[config.mk]
export PLATFORM = sky130hd
export DESIGN_NAME = pixel_frame_loader
export DESIGN_NICKNAME = d
export VERILOG_FILES = /design/src/rtl/digit_pkg.sv /design/src/rtl/frame_pos_counter.sv /design/src/rtl/pixel_frame_loader.sv
export SDC_FILE = /design/constraint.sdc
export NUM_CORES = 1
export LEC_CHECK = 0
export ABC_AREA = 1
export BUFFER_PORTS_ARGS = -buffer_cell sky130_fd_sc_hd__clkbuf_2
export CORE_ASPECT_RATIO = 0.6
export CORE_MARGIN = 3
export CORE_UTILIZATION = 50
export CTS_CLUSTER_DIAMETER = 100
export DETAILED_ROUTE_END_ITERATION = 10
export HOLD_SLACK_MARGIN = 0.08
export PLACE_DENSITY = 0.72
export SYNTH_ARGS = -nofsm -noshare
export SYNTH_HDL_FRONTEND = slang
export SYNTH_SLANG_ARGS = --single-unit
[constraint.sdc]
create_clock -name clk -period 4.1 [get_ports clk]
set_input_delay 0.205 -clock clk [delete_from_list [all_inputs] [get_ports clk]]
set_output_delay 0.205 -clock clk [all_outputs]
set_load 0.03 [all_outputs]
[src/rtl/digit_pkg.sv]
// rtl/digit_pkg.sv - shared frame geometry, pixel type and loader state encoding
package digit_pkg;

    localparam int IMG_W   = 28;
    localparam int IMG_H   = 28;
    localparam int PIX_W   = 8;
    localparam int NUM_PIX = IMG_W * IMG_H;
    localparam int ADDR_W  = 10;
    localparam int SUM_W   = 18;

    typedef logic [PIX_W-1:0] pixel_t;

    typedef enum logic [1:0] {
        IDLE = 2'd0,
        LOAD = 2'd1,
        FULL = 2'd2
    } loader_state_t;

endpackage

[src/rtl/frame_pos_counter.sv]
// rtl/frame_pos_counter.sv - row/col/linear position of the next pixel within a frame
module frame_pos_counter #(
    parameter int IMG_W  = 28,
    parameter int IMG_H  = 28,
    parameter int ADDR_W = 10
) (
    input  logic              clk,
    input  logic              rst,
    input  logic              clear,
    input  logic              inc,
    output logic [ADDR_W-1:0] addr,
    output logic              last
);

    localparam int COL_W = (IMG_W > 1) ? $clog2(IMG_W) : 1;
    localparam int ROW_W = (IMG_H > 1) ? $clog2(IMG_H) : 1;

    logic [COL_W-1:0] col;
    logic [ROW_W-1:0] row;
    logic             col_last;
    logic             row_last;

    assign col_last = (col == COL_W'(IMG_W - 1));
    assign row_last = (row == ROW_W'(IMG_H - 1));
    assign last     = col_last && row_last;

    // After the final pixel the position returns to the origin so it never leaves the frame.
    always_ff @(posedge clk) begin
        if (rst || clear) begin
            col  <= '0;
            row  <= '0;
            addr <= '0;
        end else if (inc) begin
            if (last) begin
                col  <= '0;
                row  <= '0;
                addr <= '0;
            end else begin
                addr <= addr + ADDR_W'(1);
                if (col_last) begin
                    col <= '0;
                    row <= row + ROW_W'(1);
                end else begin
                    col <= col + COL_W'(1);
                end
            end
        end
    end

endmodule

[src/rtl/pixel_frame_loader.sv]
// rtl/pixel_frame_loader.sv - assembles one frame of pixels into the image buffer and tracks its intensity sum
module pixel_frame_loader
    import digit_pkg::*;
#(
    parameter int IMG_W  = digit_pkg::IMG_W,
    parameter int IMG_H  = digit_pkg::IMG_H,
    parameter int PIX_W  = digit_pkg::PIX_W,
    parameter int ADDR_W = digit_pkg::ADDR_W,
    parameter int SUM_W  = digit_pkg::SUM_W
) (
    input  logic              clk,
    input  logic              rst,
    input  logic              start,
    input  logic [PIX_W-1:0]  pixel_data,
    input  logic              pixel_valid,
    output logic              pixel_ready,
    output logic              mem_wr_en,
    output logic [ADDR_W-1:0] mem_addr,
    output logic [PIX_W-1:0]  mem_wdata,
    output logic              frame_done,
    input  logic              frame_ack,
    output logic              busy,
    output logic              overflow,
    output logic [SUM_W-1:0]  pixel_sum
);

    loader_state_t     state;
    logic              accept;
    logic              pos_clear;
    logic              pos_inc;
    logic [ADDR_W-1:0] pos_addr;
    logic              pos_last;

    assign accept    = pixel_valid && pixel_ready;
    // start is honoured in IDLE and LOAD; a pixel offered alongside a restart is dropped.
    assign pos_clear = start && (state != FULL);
    assign pos_inc   = accept && !start && (state == LOAD);

    frame_pos_counter #(
        .IMG_W  (IMG_W),
        .IMG_H  (IMG_H),
        .ADDR_W (ADDR_W)
    ) u_pos (
        .clk   (clk),
        .rst   (rst),
        .clear (pos_clear),
        .inc   (pos_inc),
        .addr  (pos_addr),
        .last  (pos_last)
    );

    always_ff @(posedge clk) begin
        if (rst) begin
            state       <= IDLE;
            pixel_ready <= 1'b0;
            busy        <= 1'b0;
            mem_wr_en   <= 1'b0;
            mem_addr    <= '0;
            mem_wdata   <= '0;
            frame_done  <= 1'b0;
            overflow    <= 1'b0;
            pixel_sum   <= '0;
        end else begin
            mem_wr_en  <= 1'b0;
            frame_done <= 1'b0;
            case (state)
                IDLE: begin
                    if (start) begin
                        state       <= LOAD;
                        pixel_ready <= 1'b1;
                        busy        <= 1'b1;
                        pixel_sum   <= '0;
                        overflow    <= 1'b0;
                    end
                end
                LOAD: begin
                    if (start) begin
                        pixel_sum <= '0;
                    end else if (accept) begin
                        mem_wr_en <= 1'b1;
                        mem_addr  <= pos_addr;
                        mem_wdata <= pixel_data;
                        pixel_sum <= pixel_sum + SUM_W'(pixel_data);
                        if (pos_last) begin
                            frame_done  <= 1'b1;
                            state       <= FULL;
                            pixel_ready <= 1'b0;
                        end
                    end
                end
                FULL: begin
                    if (pixel_valid) begin
                        overflow <= 1'b1;
                    end
                    // Release wins over a simultaneous start, which is dropped.
                    if (frame_ack) begin
                        state <= IDLE;
                        busy  <= 1'b0;
                    end
                end
                default: begin
                    state       <= IDLE;
                    pixel_ready <= 1'b0;
                    busy        <= 1'b0;
                end
            endcase
        end
    end

endmodule

## Word level (Yosys, flattened, before mapping)

Cells that the tools add are included.
W data, S select, Z words.

- Register bits: 63
- Input port bits: 13
- Output and inout port bits: 41
- Word-level logic and storage cells: 79

- Add/subtract/negate cells: 4
- Eq/ne operators: 12
- Mux-type cells: 27
- Bitwise logic cells: 4
- Reduce and logical (&&, ||, !) cells: 20

Operators with widths:

| operator | count |
|---|---|
| $mux W18 | 3 |
| $pmux W18 S2 | 1 |
| $mux W5 | 4 |
| $add A18 B8 Y18 | 1 |
| $ne A2 B2 Y1 const B | 7 |
| $reduce_and A3 Y1 | 4 |
| $add A10 B1 Y10 const B | 1 |
| $add A5 B1 Y5 const B | 2 |
| $eq A5 B5 Y1 const B | 2 |
| $mux W10 | 1 |
| $mux W2 | 5 |
| $reduce_and A5 Y1 | 2 |
| $mux W1 | 9 |
| $pmux W1 S3 | 2 |
| $pmux W2 S3 | 1 |
| $reduce_bool A2 Y1 | 3 |
| $logic_and A1 B1 Y1 | 5 |
| $not A1 Y1 | 4 |
| $reduce_or A4 Y1 | 1 |
| $ne A3 B3 Y1 const B | 1 |
| $reduce_or A3 Y1 | 1 |
| $eq A2 B1 Y1 const B | 1 |
| $eq A2 B2 Y1 const B | 1 |
| $logic_not A2 Y1 | 1 |
| other kinds (4) | 4 |

## Depth between registers and ports, before layout

- Word-level depth: 6
- Depth in mapped cells: 12

## Hierarchy

A second synthesis with hierarchy kept.

- Cell total of the unflattened synthesis: 485
- Area total of the unflattened synthesis: 3,334.4 sq um

By module, submodules not included:

| module | times used | cells each | area each (sq um) | sequential area each (sq um) |
|---|---|---|---|---|
| pixel_frame_loader | 1 | 339 | 2,328.5 | 860.8 |
| frame_pos_counter | 1 | 146 | 1,006.0 | 400.4 |

## Worst setup path after synthesis

Ideal clock, no wire load.

- Path kind: register to register
- Start point: reg pixel_sum[0]
- End point: reg pixel_sum[8]
- Library setup time: 0.116 ns
- Data arrival time: 1.788 ns
- Data required time: 3.984 ns
- Path slack: 2.196 ns
- Stages on the path, launching flop included: 12
- Path buffers: 0
- Clock period less this slack: 1.904 ns
- Path through: dfxtp_1 ha_1 inv_1 fa_1 inv_1 nand2_1 nand3_1 nand2_1 nand2_1 nand2_1 o21ai_0 nor2_1

- Longest elaborated chain between the ends: 4

Ends and longest elaborated chain:

| item | line | text |
|---|---|---|
| start: declaration | pixel_frame_loader.sv:24 | `output logic [SUM_W-1:0] pixel_sum` |
| start signal: assignment | pixel_frame_loader.sv:83 | `pixel_sum <= pixel_sum + SUM_W'(pixel_data);` |
| $add A18 B8 Y18 | pixel_frame_loader.sv:83 |  |
| $mux W18 | pixel_frame_loader.sv:79 | `end else if (accept) begin` |
| $mux W18 | pixel_frame_loader.sv:77 | `if (start) begin` |
| $pmux W18 S2 | pixel_frame_loader.sv:66 | `case (state)` |

No other way between the ends. The select of a mux whose other input is x is not followed.
A chain may end at the register's enable or synchronous reset.

## Final worst setup path

- Start point: reg pixel_sum[0]
- End point: reg pixel_sum[16]

The elaborated chain is that of the path after synthesis.

==> results.cfg <==
[sta]
slew_violations = 0
setup_ws_ns = 2.08
period_minus_slack_ns = 2.02
min_period_over_period_pct = 49.3
fmax_mhz = 495
setup_tns_ns = 0
finalHoldViolCount = 0
slew_headroom_pct = 50.8
finClkSkew_ns = 0.00605
setup-violations-final = 0
worst_pin_slew_ns = 0.737
rsz0062_at_grt = no

[routing]
wire_per_inst_um = 13.1
final_antenna_net_count = 0
drtIter0Drc = 180
first_pass_iters = 7
vias = 2992
route.detailed.drc = 0
viasPerCell = 5.20
totalWireLength_um = 7540

[synth]
yosysTopAreaCell = dfxtp_1
syn_nets = 463
ys_seq_elements = 63
synthFlopType = dfxtp_1
synth_top_area_share_pct = 40.6
ys_warn_count = 0
postSynthAreaPerCell_um2 = 7.10
syn_area_mm2 = 0.00311
ys_types = 39
netlist_instances = 438
yosysSeqAreaShare_pct = 40.6
synth-async-reset-ratio_pct = 0
synth.area.top_cells = dfxtp_1, nand2_1, a21oi_1, nor2_1, inv_1
synth-edff-count = 0

[floorplan]
ios = 54
die_w_um = 108
initial_core_util_pct = 53.8
die_area_mm2 = 0.00723
rows = 21
die_h_um = 67.1
core_area_mm2 = 0.00578

[clock_network]
clock-sinks = 63
ctsResizeCount = 0
clock-root-buffer = clkbuf_8
cts_buffer_depth = 2
cts_hold_buffers = 0
htreeDepth = 3
postCtsSetupRepairBufs = 0
clock_latency_ns = 0.34
numCtsBuffers = 9
clk_pin_slew_worst_paths_ns = 0.07
cts_tree = done

[power]
swShare_pct = 25.0
p_per_area_mw_per_mm2 = 342
ir_drop_v = 0.000241
pwr-share-clk_pct = 39.7
power_switching_uw = 307
comb_power_share_pct = 9.0
p_int_uw = 920
fin_total_pwr_mw = 1.23
leakage_nw = 1.57
pwr-share-seq_pct = 51.3

[setup_path]
crit_required_ns = 4.37
arrival_ns = 2.29
critPathLaunchType = flop
end_kind = flop
crit_fanout = 6
path_class = reg -> reg

[placement]
gp_congestion = 0.864
portBuffers = 53
pre_cts_slack_ns = 2.11
dp_hpwl_um = 5460

[grt]
grt_pass1_vias = 2650
gr-usage-met2_pct = 32.1
grt_max_degree = 41
grt_pass1_wl_um = 12600
antenna_found_initial = 0
grt_use_met1_pct = 31.9
busiest_layer = met2
grt.total_usage_pct = 22.7
use_met3_pct = 8.91
grt_remaining_overflow = 0

[layout]
nets = 516
area_growth_pct = 15.5
drive_above_1_share_pct = 17.4
nFillCells = 536
fin_util_pct = 62.1
antenna_cells = 0

[outcome]
status = finished clean

[run]
drv_cap = 0

[worst_hold_path]
holdCritPathClass = in -> reg
[power by group through the flow]
stage / logic [mW] / clock network, mW / registers (mW)
final: 0.110 / 0.488 / 0.629
after global routing: 0.124 / 0.532 / 0.630
after CTS: 0.110 / 0.508 / 0.629
after detailed placement: 0.109 / 0 / 0.643
after global placement: 0.108 / 0 / 0.642
after floorplan: 0.0660 / 0 / 0.655
[final cells by class]
class                           count  area (µm²)  share of cell area, %
Sequential cell                    63        1260                   35.1
Inverter                           50         189                   5.26
Clock buffer                       15         176                   4.91
Multi-Input combinational cell    314        1600                   44.5
Timing Repair Buffer               53         265                   7.39
Tap cell                           80         100                   2.79
[cell usage in the layout, fill, tap and decap left out, types with 4 or more instances in the layout]
cell        n
inv_2       4
clkbuf_8   12
o21ai_0    33
a21oi_1    43
nand4_1     5
nor2_2      4
dfxtp_1    63
inv_1      44
nor2_1     56
ha_1       11
nor3_1      5
nand3_1    24
nand2_1   103
clkbuf_2   53
[synthesized netlist by cell type (2+ instances only)]
master and n:
nor3_1 5, nor3b_1 2, o21ai_2 2, nand3_1 24
o21ai_0 33, a21oi_1 43, inv_1 44, nor2_2 4
dfxtp_1 63, o21ai_1 2, ha_1 11, nand2_1 103
or2_2 2, xor2_1 3, buf_2 6, nand3b_1 2
nand4_1 5, a21oi_2 2, nor2_1 56, clkbuf_1 3
inv_2 4, a211oi_1 2
[per-layer routing]
layer	routed length [µm]	part of all wire, %
met3	617	8.2
met1	3780	50
met4	17	0.23
met5	0	0
met2	3130	41
[worst max-delay path, stage by stage (launching register included)]
cell and delay (ns):
dfxtp_1 0.36, ha_1 0.18, inv_1 0.06, fa_1 0.40, inv_1 0.09, nand2_1 0.06
nand3_1 0.18, nand2_1 0.08, nand2_1 0.19, nand2_1 0.08, nand2_1 0.07, nand2_1 0.04
a21oi_1 0.15
[metrics by stage]
step | std cells | area, µm² | hold slack (ns)
after CTS | 575 | 3590 | 0.0862
after floorplan | 438 | 3110 | 0.352
final | 575 | 3590 | 0.113
after global routing | 575 | 3590 | 0.110
after global placement | 560 | 3410 | 0.463
after detailed placement | 560 | 3410 | 0.461
[cells by family after synthesis]
family                     share of synthesized area, %
AOI/OAI and AO/OA                                  14.7
xor gates and xnor gates                           1.13
adders and majority gates                          5.07
buffers and inverters                              8.01
DFF                                                40.6
and+or+nand+nor                                    30.6
[registers in the layout, summed over array words and instances (netlist names)]
name	cells
u_pos.col	5
u_pos.addr	10
mem_wr_en	1
mem_wdata	8
frame_done	1
pixel_sum	18
u_pos.row	5
busy	1
overflow	1
mem_addr	10
state	2
pixel_ready	1
[final timing paths]
path,start,depth (start not counted),slack (ns),endpoint
max,pixel_sum[0],12,2.08,pixel_sum[16]
min,pixel_valid,3,0.11,overflow
max reg2reg,pixel_sum[0],12,2.08,pixel_sum[16]
min reg2reg,busy,2,0.47,busy
No activity file was read; power rests on OpenSTA's default activity.
